===== src/rtl/bin2bcd_seq.sv =====
// Sequential 16-bit two's-complement to 4-digit sign/magnitude BCD converter (double dabble).
// Optional build macro LEADING_ZERO_BLANK_EN blanks leading zero digits (4'hF) in the result.
module bin2bcd_seq (
  input  logic        clk,
  input  logic        rst,
  input  logic        start,
  input  logic [15:0] value,
  output logic        busy,
  output logic        done,
  output logic [3:0]  dig3,
  output logic [3:0]  dig2,
  output logic [3:0]  dig1,
  output logic [3:0]  dig0,
  output logic        neg,
  output logic        ovf
);

  localparam int DATA_W = 16;

  typedef enum logic [1:0] {
    IDLE  = 2'd0,
    LOAD  = 2'd1,
    SHIFT = 2'd2,
    DONE  = 2'd3
  } state_t;

  state_t                    state_q, state_d;
  logic signed [DATA_W-1:0]  val_q, val_d;
  logic        [DATA_W:0]    mag_q, mag_d;
  logic        [19:0]        acc_q, acc_d;
  logic        [3:0]         cnt_q, cnt_d;
  logic                      sign_q, sign_d;

  logic                      busy_q, busy_d;
  logic                      done_q, done_d;
  logic        [15:0]        dig_q, dig_d;
  logic                      neg_q, neg_d;
  logic                      ovf_q, ovf_d;

  // 17 bits so that |-32768| is representable.
  function automatic logic [DATA_W:0] abs17(input logic signed [DATA_W-1:0] v);
    logic signed [DATA_W:0] ext;
    ext = {v[DATA_W-1], v};
    if (ext < 0) return $unsigned(-ext);
    return $unsigned(ext);
  endfunction

  function automatic logic [19:0] dabble_adjust(input logic [19:0] a);
    logic [19:0] r;
    r = a;
    for (int i = 0; i < 5; i++) begin
      if (a[4*i +: 4] >= 4'd5) r[4*i +: 4] = a[4*i +: 4] + 4'd3;
    end
    return r;
  endfunction

  // Units digit is never blanked so a zero result still shows "0".
  function automatic logic [15:0] blank_leading(input logic [15:0] d);
    logic [15:0] r;
    r = d;
    if (d[15:12] == 4'd0) begin
      r[15:12] = 4'hF;
      if (d[11:8] == 4'd0) begin
        r[11:8] = 4'hF;
        if (d[7:4] == 4'd0) r[7:4] = 4'hF;
      end
    end
    return r;
  endfunction

  always_comb begin
    state_d = state_q;
    val_d   = val_q;
    mag_d   = mag_q;
    acc_d   = acc_q;
    cnt_d   = cnt_q;
    sign_d  = sign_q;
    dig_d   = dig_q;
    neg_d   = neg_q;
    ovf_d   = ovf_q;
    done_d  = 1'b0;

    case (state_q)
      IDLE: begin
        if (start) begin
          val_d   = value;
          state_d = LOAD;
        end
      end
      LOAD: begin
        mag_d   = abs17(val_q);
        sign_d  = val_q[DATA_W-1];
        acc_d   = 20'd0;
        cnt_d   = 4'd0;
        state_d = SHIFT;
      end
      SHIFT: begin
        acc_d = (dabble_adjust(acc_q) << 1) | {19'd0, mag_q[DATA_W-1]};
        mag_d = mag_q << 1;
        cnt_d = cnt_q + 4'd1;
        if (cnt_q == 4'd15) state_d = DONE;
      end
      DONE: begin
        done_d = 1'b1;
        neg_d  = sign_q;
        if (acc_q[19:16] != 4'd0) begin
          ovf_d = 1'b1;
          dig_d = 16'hEEEE;
        end else begin
          ovf_d = 1'b0;
`ifdef LEADING_ZERO_BLANK_EN
          dig_d = blank_leading(acc_q[15:0]);
`else
          dig_d = acc_q[15:0];
`endif
        end
        state_d = IDLE;
      end
      default: state_d = IDLE;
    endcase

    busy_d = (state_d != IDLE);
  end

  always_ff @(posedge clk) begin
    if (rst) begin
      state_q <= IDLE;
      cnt_q   <= 4'd0;
      busy_q  <= 1'b0;
      done_q  <= 1'b0;
      dig_q   <= 16'd0;
      neg_q   <= 1'b0;
      ovf_q   <= 1'b0;
    end else begin
      state_q <= state_d;
      cnt_q   <= cnt_d;
      busy_q  <= busy_d;
      done_q  <= done_d;
      dig_q   <= dig_d;
      neg_q   <= neg_d;
      ovf_q   <= ovf_d;
    end
  end

  // Datapath registers carry no reset; they are reloaded before use.
  always_ff @(posedge clk) begin
    val_q  <= val_d;
    mag_q  <= mag_d;
    acc_q  <= acc_d;
    sign_q <= sign_d;
  end

  assign busy = busy_q;
  assign done = done_q;
  assign dig3 = dig_q[15:12];
  assign dig2 = dig_q[11:8];
  assign dig1 = dig_q[7:4];
  assign dig0 = dig_q[3:0];
  assign neg  = neg_q;
  assign ovf  = ovf_q;

endmodule


===== config.mk =====
export PLATFORM = sky130hd
export DESIGN_NAME = bin2bcd_seq
export DESIGN_NICKNAME = d
export VERILOG_FILES = /design/src/rtl/bin2bcd_seq.sv
export SDC_FILE = /design/constraint.sdc
export NUM_CORES = 1
export LEC_CHECK = 0
export ABC_AREA = 0
export BUFFER_PORTS_ARGS = -buffer_cell sky130_fd_sc_hd__buf_2
export CORE_MARGIN = 2
export CORE_UTILIZATION = 53
export DETAILED_ROUTE_END_ITERATION = 8
export PLACE_DENSITY_LB_ADDON = 0.12
export SLEW_MARGIN = 40
export SYNTH_ARGS = -nofsm -noshare
export SYNTH_HDL_FRONTEND = slang
export SYNTH_SLANG_ARGS = --single-unit

===== constraint.sdc =====
create_clock -name clk -period 2.55 [get_ports clk]
set_input_delay 0.1275 -clock clk [delete_from_list [all_inputs] [get_ports clk]]
set_output_delay 0.1275 -clock clk [all_outputs]
set_load 0.05 [all_outputs]

* After elaboration in Yosys (flattened, before gate mapping)
Cells that the tools add are included.
** Word-level totals
- Memory bits (read-only) :: 0
- Memories :: 0
- Register bits :: 79
- Logic and storage cells :: 57
- Output and inout bits :: 20
- Memory bits (writable) :: 0
- Latch bits :: 0
** Cells by class
- $mul :: 0
- Add/sub/neg operators :: 7
- Equality and inequality tests :: 4
- Divide/modulo/power cells :: 0
- Reductions and logical operators :: 5
- $lt $le $gt $ge :: 6
- Multiplexer cells :: 23
- Bitwise gates (word level) :: 1
- Shift-type cells :: 0
** Operators with widths (count)
- 2-to-1 mux 16 bit :: 3
- case mux 20 bit (2 select lines) :: 1
- 2-to-1 mux 4 bit :: 8
- case mux 16 bit (2 select lines) :: 1
- >= comparator 4 x 3 -> 1 bit (second input constant) :: 5
- OR 20 x 1 -> 20 bit :: 1
- adder 4 x 2 -> 4 bit (second input constant) :: 4
- < comparator 16 x 1 -> 1 bit (second input constant) :: 1
- negator 16 bit :: 1
- case mux 2 bit (4 select lines) :: 1
- case mux 4 bit (2 select lines) :: 1
- 2-to-1 mux 3 bit :: 2
- adder 4 x 1 -> 4 bit (second input constant) :: 1
- == test 2 bit (second input constant) :: 2
- == test 4 bit (second input constant) :: 1
- 2-to-1 mux 1 bit :: 4
- 2-to-1 mux 2 bit :: 2
- nonzero test 2 bit :: 2
- nonzero test 4 bit :: 1
- adder 3 x 2 -> 3 bit (second input constant) :: 1
- == test 2 x 1 -> 1 bit (second input constant) :: 1
- logical NOT 2 bit :: 1
- AND reduction 2 bit :: 1

* Logic depth before layout (Yosys ltp)
- Word-level depth :: 5
- Depth in mapped cells :: 7
- Gate-level depth less buffers :: 6

* Worst setup path before layout
OpenSTA, ideal clock, no wires.
- Kind :: register -> register
- Start :: register state_q[0]
- End :: register cnt_q[2]
- Arrival :: 2.002 ns
- Setup slack :: 0.421 ns
- Library setup time :: 0.128 ns
- Stages on the path, launching flop included :: 7
- Required time :: 2.422 ns
- Period minus slack after synthesis :: 2.129 ns
- Cells stage by stage :: dfxtp_1 inv_1 ha_1 clkbuf_1 o21ai_0 a21oi_1 nor2_1
** Between the ends
- Cells in the longest elaborated chain, start to end :: 2
- Elaborated cells on any way between the ends :: 4
** RTL lines
- from (decl) :: RTL line 27 : state_t state_q, state_d;
- from (signal assigned) :: RTL line 135 : state_q <= state_d;
- == test 2 bit or == test 2 x 1 -> 1 bit (tied branches) :: RTL line 83 : case (state_q)
- case mux 4 bit (2 select lines) or nonzero test 2 bit (tied branches)
- to (signal assigned) :: RTL line 136 : cnt_q <= cnt_d;
- to (decl) :: RTL line 31 : logic [3:0] cnt_q, cnt_d;
Parallel ways exist; a longest one is shown, timed or not.
A chain may end at the register's enable or synchronous reset.

* Final worst setup path
- Start :: register val_q[0]
- End :: register mag_q[14] (data pin)
** Between the ends
- Cells in the longest elaborated chain, start to end :: 5
- Elaborated cells on any way between the ends :: 7
** RTL lines
- from (decl) :: RTL line 28 : logic signed [DATA_W-1:0] val_q, val_d;
- from (signal assigned) :: RTL line 147 : val_q <= val_d;
- < comparator 16 x 1 -> 1 bit :: RTL line 44 : if (ext < 0) return $unsigned(-ext);
- 2-to-1 mux 1 bit :: RTL line 44
- 2-to-1 mux 1 bit :: RTL line 83
- 2-to-1 mux 16 bit * :: RTL line 45 : return $unsigned(ext);
- case mux 16 bit (2 select lines) * :: RTL line 83
- net mag_d[14] :: RTL line 29 : logic [DATA_W:0] mag_q, mag_d;
- to (signal assigned) :: RTL line 148 : mag_q <= mag_d;
- to (decl) :: RTL line 29
Mark *: on every way through the listed nets, which the timed path passes. The rest lies on a longest branch. The select of a mux whose other input is x is not followed.

==> results.ini <==
[outcome]
status=completed

[worst_setup_path]
worstPathArrival_ns=2.27
cp.required_ns=2.65
start_kind=register
cp_max_fo=6
crit_type=register to register
worstSetupEndpointType=register

[sta]
finClkSkew_ns=0.0118
fmax_mhz=462
period_minus_slack_ns=2.17
slew_violations=0
min_period_over_period_pct=84.9
setup_violations=0
setup_ws_ns=0.384
tightest_slew_ns=0.683
hold_violations=0
rsz0062_at_grt=false
whs_ns=0.138
slew_headroom_pct=54.5
final.setup.tns_ns=0

[power]
ir_drop_mv=0.573
p_leak_nw=1.72
power_density_mw_per_mm2=1140

[clock_tree]
cts_buffers=9
root_buffer=clkbuf_8
clock_latency_ns=0.35
postCtsSetupBuffers=0
clk_pin_slew_ns=0.08
htreeDepth=3
clock_sink_count=79
hold_buffers=16
tritoncts=yes
cts_resized=0
clockBufferDepth=2

[route]
drt-pass1-iter-count=4
wl_um=6380
drt_iter0_drc=96
routed_via_density=5.22
ant_nets=0
drc=0
post_drt_wl_per_cell_um=13.6
vias=2453

[floorplanning]
rows=30
dieArea_mm2=0.00762
die-height_um=87.3
start_util_pct=54.4
io_pins=39
core_mm2=0.00676
die_x_um=87.3

[layout]
drive_gt1_share_pct=18.7
syn2layout_area_growth_pct=17.3
fin_area_mm2=0.00431
layout.nets=422
layout_commonest_cell=edfxtp_1
instances_no_fill=470
mostFrequentLayoutCells=53 x edfxtp_1, 46 x nor2_1, 38 x buf_2
nFillCells=549
num_antenna_cells=0

[global_route]
grt_pass1_wl_um=10600
grt_pass1_vias=2381
grt_overflow=0
grt_max_degree=32
antenna_found_initial=0
grt_usage_pct=18.2

[yosys]
synth_warnings=0
synth_area_mm2=0.00368
yosysTopAreaCell=edfxtp_1
synthCells=330
ys_seq_area_share_pct=57.4
synth.area.top_cells=edfxtp_1 43%, dfxtp_1 14%, ha_1 6.1%
ys_ff_latch=79
synth_nets=367
avgSynthCellArea_um2=11.1
synth_top_area_share_pct=43.3
synth_cell_type_count=33

[flow_run]
drv_cap=0

[place]
gp_congestion=0.765
port_buffers=38
dp_slack_ns=0.379
placed_cell_area_mm2=0.00395
dp.cells=438
dpl.hpwl_um=4180

[min_path]
hp-class=input pin to register

where the power goes:
group	switching, W	internal [W]	leakage, nW
Sequential	0.000324	0.00201	0.718
Clock	0.000462	0.000465	0.108
Combinational	0.00100	0.000650	0.892
stage by stage:
| step | power, W | util (%) |
|---|---|---|
| 2_1_floorplan | 0.00358 | - |
| 3_3_place_gp | 0.00396 | 58.5 |
| 3_5_place_dp | 0.00401 | 58.5 |
| 4_1_cts | 0.00496 | 63.8 |
| 5_1_grt | 0.00528 | 63.8 |
| 6_report | 0.00491 | 63.8 |
synth_stat cells:
| master | count |
|---|---|
| a211oi_1 | 10 |
| a21o_1 | 5 |
| a21oi_1 | 13 |
| and2_1 | 2 |
| and3_1 | 5 |
| buf_1 | 3 |
| buf_2 | 2 |
| clkbuf_1 | 11 |
| dfxtp_1 | 26 |
| edfxtp_1 | 53 |
| ha_1 | 18 |
| inv_1 | 16 |
| mux2_2 | 6 |
| mux2i_1 | 2 |
| nand2_1 | 21 |
| nand2b_1 | 9 |
| nand3_1 | 3 |
| nand3b_1 | 1 |
| nand4b_1 | 1 |
| nand4bb_1 | 1 |
| nor2_1 | 46 |
| nor2b_1 | 6 |
| nor3_1 | 10 |
| nor4bb_1 | 1 |
| o21ai_0 | 17 |
| o31ai_1 | 6 |
| o41ai_2 | 4 |
| or2_2 | 2 |
| or3_1 | 1 |
| or3b_2 | 1 |
| or4_1 | 6 |
| xnor2_1 | 16 |
| xor2_1 | 6 |
critical path: stages (launching register included):
cell	delay, ns
edfxtp_1	0.41
inv_1	0.10
ha_1	0.16
or3b_2	0.53
o41ai_2	0.37
xnor2_1	0.09
mux2_2	0.26
sequential cells by signal, indices dropped and copies added, names as in the netlist:
signal	cells
cnt_q	4
done	1
val_q	16
dig_q	16
state_q	2
acc_q	20
mag_q	16
sign_q	1
busy	1
ovf	1
neg	1
routing by layer:
| metal | up-vias | part of all wire [%] | track usage, % |
|---|---|---|---|
| met5 | - | 0 | 0 |
| met4 | 0 | 1.9 | 7.97 |
| met3 | 9 | 2.4 | 3.70 |
| met2 | 41 | 47 | 30.3 |
| met1 | 1140 | 48 | 22.8 |
| li1 | 1263 | - | - |
logic make-up after synthesis:
group | Yosys count | synth area share (%)
simple gates | 116 | 15.3
fa+ha+maj | 18 | 6.12
flops | 79 | 57.4
xor+xnor | 22 | 5.24
compound gates | 55 | 10.1
mux | 8 | 2.38
buf+inv | 32 | 3.33
final timing paths:
check	startpoint	end	slack, ns	depth (start not counted)
max reg2reg	val_q[0]	mag_q[14]	0.38	6
min	start	state_q[0]	0.14	3
min reg2reg	dig_q[7]	dig_q[7]	0.48	2
max	val_q[0]	mag_q[14]	0.38	6
layout make-up:
class | count | area [um2] | area share [%]
Sequential cell | 79 | 2110 | 49.0
Multi-Input combinational cell | 219 | 1440 | 33.5
Timing Repair Buffer | 60 | 395 | 9.17
Clock buffer | 12 | 176 | 4.09
Tap cell | 80 | 100 | 2.32
Inverter | 16 | 60.1 | 1.39
Clock inverter | 4 | 25.0 | 0.580
Power figures use the tool's default switching activity.
